<file path="src/rtl/oled_frame_arbiter.sv">
// Frame-synchronous arbiter sharing one OLED pixel stream among N_SRC sources.
// Ownership changes only on a frame_begin rising edge, so a frame never tears.
module oled_src_lane (
  input  logic        sel,
  input  logic [15:0] data,
  output logic [15:0] masked
);
  assign masked = sel ? data : 16'h0000;
endmodule

module oled_frame_arbiter #(
  parameter int          N_SRC       = 4,
  parameter int          HOLD_FRAMES = 2,
  parameter logic [15:0] BG_COLOR    = 16'h0000
) (
  input  logic                  clock,
  input  logic                  rst_n,
  input  logic                  frame_begin,
  input  logic                  rr_en,
  input  logic [N_SRC-1:0]      req,
  input  logic [16*N_SRC-1:0]   src_pixel_data,
  output logic [15:0]           pixel_data,
  output logic [N_SRC-1:0]      grant,
  output logic [N_SRC-1:0]      frame_done,
  output logic                  busy
);
  localparam int IW = (N_SRC > 1) ? $clog2(N_SRC) : 1;

  typedef enum logic {IDLE, SHOW} state_t;

  state_t           state, state_n;
  logic [N_SRC-1:0] grant_n, done_n;
  logic [IW-1:0]    gidx, gidx_n, last_grant, last_n, win_idx;
  logic [7:0]       frame_cnt, cnt_n, cnt_inc;
  logic             frame_begin_d, fb_evt, win_ok, hold_over;

  assign fb_evt    = frame_begin & ~frame_begin_d;
  assign cnt_inc   = (frame_cnt == 8'hFF) ? frame_cnt : frame_cnt + 8'd1;
  assign hold_over = ({1'b0, frame_cnt} + 9'd1) >= 9'(HOLD_FRAMES);

  // Round-robin scans from last_grant+1; descending loop leaves the nearest hit,
  // so the current owner is only re-picked when it is the sole requester.
  always_comb begin
    int j;
    j       = 0;
    win_ok  = 1'b0;
    win_idx = '0;
    if (!rr_en) begin
      for (int i = N_SRC-1; i >= 0; i--)
        if (req[i]) begin
          win_ok  = 1'b1;
          win_idx = IW'(i);
        end
    end else begin
      for (int k = N_SRC; k >= 1; k--) begin
        j = (int'(last_grant) + k) % N_SRC;
        if (req[j]) begin
          win_ok  = 1'b1;
          win_idx = IW'(j);
        end
      end
    end
  end

  always_comb begin
    state_n = state;
    grant_n = grant;
    gidx_n  = gidx;
    last_n  = last_grant;
    cnt_n   = frame_cnt;
    done_n  = '0;
    case (state)
      IDLE: if (fb_evt && win_ok) begin
        state_n          = SHOW;
        grant_n          = '0;
        grant_n[win_idx] = 1'b1;
        gidx_n           = win_idx;
        last_n           = win_idx;
        cnt_n            = 8'd0;
      end
      SHOW: if (fb_evt) begin
        done_n[gidx] = 1'b1;
        cnt_n        = cnt_inc;
        if (!req[gidx] || hold_over) begin
          if (win_ok) begin
            grant_n          = '0;
            grant_n[win_idx] = 1'b1;
            gidx_n           = win_idx;
            last_n           = win_idx;
            cnt_n            = 8'd0;
          end else begin
            state_n = IDLE;
            grant_n = '0;
            cnt_n   = 8'd0;
          end
        end
      end
      default: state_n = IDLE;
    endcase
  end

  always_ff @(posedge clock or negedge rst_n) begin
    if (!rst_n) begin
      state         <= IDLE;
      grant         <= '0;
      gidx          <= '0;
      last_grant    <= IW'(N_SRC-1);
      frame_cnt     <= 8'd0;
      frame_done    <= '0;
      frame_begin_d <= 1'b0;
    end else begin
      state         <= state_n;
      grant         <= grant_n;
      gidx          <= gidx_n;
      last_grant    <= last_n;
      frame_cnt     <= cnt_n;
      frame_done    <= done_n;
      frame_begin_d <= frame_begin;
    end
  end

  assign busy = (state == SHOW);

  logic [N_SRC-1:0][15:0] lane_px;
  genvar gi;
  generate
    for (gi = 0; gi < N_SRC; gi++) begin : g_lane
      oled_src_lane u_lane (
        .sel    (grant[gi]),
        .data   (src_pixel_data[16*gi +: 16]),
        .masked (lane_px[gi])
      );
    end
  endgenerate

  always_comb begin
    logic [15:0] acc;
    acc = 16'h0000;
    for (int i = 0; i < N_SRC; i++) acc = acc | lane_px[i];
    pixel_data = busy ? acc : BG_COLOR;
  end
endmodule

</file>
<file path="config.mk">
export PLATFORM = sky130hd
export DESIGN_NAME = oled_frame_arbiter
export DESIGN_NICKNAME = d
export VERILOG_FILES = /design/src/rtl/oled_frame_arbiter.sv
export SDC_FILE = /design/constraint.sdc
export NUM_CORES = 1
export LEC_CHECK = 0
export ABC_AREA = 1
export CAP_MARGIN = 15
export CORE_MARGIN = 1
export CORE_UTILIZATION = 42
export DETAILED_ROUTE_END_ITERATION = 12
export PLACE_DENSITY = 0.95
export SYNTH_ARGS = -nofsm -noshare
export SYNTH_HDL_FRONTEND = slang
export SYNTH_SLANG_ARGS = --single-unit
</file>
<file path="constraint.sdc">
create_clock -name clock -period 3.1 [get_ports clock]
set_clock_uncertainty 0.05 [all_clocks]
set_input_delay 0.775 -clock clock [delete_from_list [all_inputs] [get_ports clock]]
set_output_delay 0.775 -clock clock [all_outputs]
set_load 0.005 [all_outputs]
</file>
==> run_results.csv <==
group,metric,value,unit
power,internal_power,985,uW
clock_tree,cts_buffers,3,
placement,hpwl,4.10,mm
setup_path,crit_family,"buffers and inverters",
placement,port_buffers,96,
synth,synth-simple-area-share,44.1,%
detailed_routing,drt_first_iter_violations,53,
synth,synth_edf_count,0,
synth,synth_most_common_cell,"nand2_1",
global_route,grt_usage,23.7,%
setup_path,crit_top_cell,"clkdlybuf4s50_1",
timing,min_period_over_period,93.8,%
power,p_sw,657,uW
power,vdd_drop_max,0.359,mV
clock_tree,cts_resized,0,
layout,fin_nets,442,
timing,rsz0062_at_grt,"no",
synth,seq_area_frac_synth,30.9,%
synth,yosysWarnings,0,
floorplan,coreArea,4060,um2
setup_path,worstPathMaxFanout,1,
layout,nFillCells,349,
setup_path,timing.rr.start,"last_grant[0]",
global_route,grt-ovfl-total,0,
clock_tree,cts_setup_buffers,0,
detailed_routing,firstDrtPassIters,4,
setup_path,cpMaxStageDelayCell,"clkdlybuf4s50_1",
layout,area_growth,57.8,%
clock_tree,insertion_delay,0.27,ns
layout,n_antenna_cell,0,
floorplan,die_area,4530,um2
setup_path,worstPathCellList,"clkdlybuf4s50_1, nand2_1, a41oi_1, clkdlybuf4s50_1",
hold_path,hold_start,"gidx[0]",
setup_path,path_class,"primary input to output port",
timing,worstMarginPinSlew,0.655,ns
synth,syn_avg_cell_area,6.42,um2
clock_tree,clock_path_buffers,2,
global_route,grt_first_pass_wirelength,8.25,mm
timing,min_period,2.91,ns
synth,synth_compound_area_share,12.2,%
synth,ys_types,31,
clock_tree,cts_root_buf,"clkbuf_8",
clock_tree,hold_buffers,0,
timing,finalSetupViolCount,0,
detailed_routing,drc,0,
timing,finalHoldViolations,0,
synth,netlist.area_leader.share,28.0,%
setup_path,crit_path_end_kind,"output port",
job,cap_violations,0,
clock_tree,clock_sinks,22,
synth,synth_seq_cells,22,
power,power_leakage,1.21,nW
floorplan,start_util,44.1,%
detailed_routing,num_vias,2104,
setup_path,crit_required,2.27,ns
synth,synthTopCellsByCount,"nand2_1, inv_1, dfrtp_1, nand3_1, nor2_1",
layout,design_area,2830,um2
power,powerDensity,581,nW/um2
setup_path,arrival,2.08,ns
layout,regArea,553,um2
hold_path,hp-class,"flip-flop to flip-flop",
setup_path,start_kind,"primary input",
floorplan,die_y,67.3,um
timing,tns,0,ns
layout,final_core_util,69.6,%
synth,synth_ff_type,"dfrtp_1",
run_status,status,"finished clean",
layout,drive_above_1_share,8.45,%
synth,synth_fa_ha_area_share,1.40,%
detailed_routing,viasPerCell,5.05,
placement,placed_area,2750,um2
timing,slew_viol_final,0,
timing,relSlewSlack,56.4,%
detailed_routing,wirelength,5.18,mm
global_route,grt_max_degree,23,
power,clkPwrFrac,16.3,%
power,switching_share,40.0,%
synth,synth_mux_area_share,0,%
synth,syn_nets,353,
synth,syn_area,1790,um2
detailed_routing,routedWlPerCell,12.4,um
floorplan,die_w,67.3,um
placement,place.gp.congestion,0.945,
setup_path,slowest_delay,0.53,ns
synth,synthTopCellsByArea,"dfrtp_1, nand2_1, a41oi_1",
layout,multi_input_area,1040,um2
clock_tree,htreeDepth,1,
synth,netlist_instances,279,
floorplan,num_rows,23,
global_route,grt_pass1_vias,1957,
timing,fmaxAchievable,0.344,GHz
power,combPwrFrac,52.9,%
clock_tree,tritoncts,"built",
synth,synth_top_family_by_area,"simple AND/OR/NAND/NOR gates",
synth,synth-xor-area-share,0.489,%
power,p_seq_share,30.9,%
setup_path,worst-path-buf-inv,2,
detailed_routing,detail-route-antenna-nets,0,
synth,async_flop_share,100,%
global_route,antenna_found_initial,0,
floorplan,ioPinCount,97,
synth,yosysTopAreaCell,"dfrtp_1",
clock_tree,clk_pin_slew,0.08,ns
power,totalPowerFinal,1.64,mW
setup_path,crit_start,"src_pixel_data[37]",
[kinds of logic after synthesis]
family,count (synthesis)
and+or+nand+nor,181
AOI/OAI and AO/OA,28
buffers and inverters,45
xor gates and xnor gates,1
adders and majority gates,2
DFF,22
[placed cells by master, fill, tap and decap left out, types with 2 or more instances in the layout]
cell type,n
clkbuf_8,3
inv_2,4
o21ai_0,2
buf_4,2
nand4_1,3
nand2_2,7
nor2_1,17
clkdlybuf4s50_1,96
dfrtp_1,20
o21ai_2,3
dfstp_2,2
nor3_1,4
inv_4,2
nand3_1,17
inv_1,25
a41oi_1,16
nor2_4,2
ha_1,2
nand2_1,124
o21ai_1,4
[worst paths after layout]
| kind | end | slack, ns | cells past startpoint |
|---|---|---|---|
| setup reg to reg | grant[0] | 1.31 | 12 |
| setup / recovery | pixel_data[5] | 0.19 | 4 |
| max in group asynchronous | last_grant[1] | 1.90 | 2 |
| hold reg to reg | frame_done[0] | 0.49 | 1 |
| min in group asynchronous | frame_done[1] | 0.82 | 2 |
| hold / removal | frame_done[0] | 0.49 | 1 |
[area by class of cell]
class | count | share of cell area, %
clock buffer | 3 | 1.46
clock inverter | 1 | 1.06
inverter | 31 | 4.30
multi-input combinational | 212 | 36.8
sequential | 22 | 19.6
tap | 50 | 2.21
timing repair buffer | 98 | 34.5
[routing by layer]
| layer | routed length [um] | global-route usage, % | share of wire (%) | vias to the layer above |
|---|---|---|---|---|
| li1 | - | - | - | 1071 |
| met1 | 2150 | 28.5 | 42 | 970 |
| met2 | 2740 | 43.9 | 53 | 58 |
| met3 | 233 | 2.36 | 4.5 | 5 |
| met4 | 48 | 7.18 | 0.93 | 0 |
| met5 | 0 | 0 | 0 | - |
[registers in the layout, summed over array words and instances (netlist names)]
register / count
frame_cnt: 8
frame_begin_d: 1
grant: 4
frame_done: 4
last_grant: 2
busy: 1
gidx: 2
[per-stage QoR]
step / hold WS (ns) / cells / setup slack (ns)
after floorplan: 0.429 / 279 / 1.15
after global placement: 0.466 / 413 / 0.214
after detailed placement: 0.469 / 413 / 0.191
after CTS: 0.488 / 417 / 0.184
after global routing: 0.511 / 417 / 0.119
final: 0.494 / 417 / 0.193
[worst register-to-register path: stages, from the launching register on]
cell	delay, ns
dfstp_2	0.65
inv_4	0.08
nand2_1	0.09
nand3_1	0.11
nand2_1	0.10
inv_1	0.04
nand2_1	0.05
nand3_1	0.06
nand3_1	0.10
nand2_2	0.09
nor2_1	0.17
nand2_1	0.08
nand2_1	0.07
[power groups by stage]
stage / Sequential (mW) / Combinational (mW) / Clock, mW
6_report: 0.506 / 0.868 / 0.267
3_5_place_dp: 0.514 / 0.866 / 0
4_1_cts: 0.508 / 0.871 / 0.266
3_3_place_gp: 0.511 / 0.837 / 0
2_1_floorplan: 0.391 / 0.592 / 0
5_1_grt: 0.523 / 0.979 / 0.279
(Power assumes the default switching activity.)
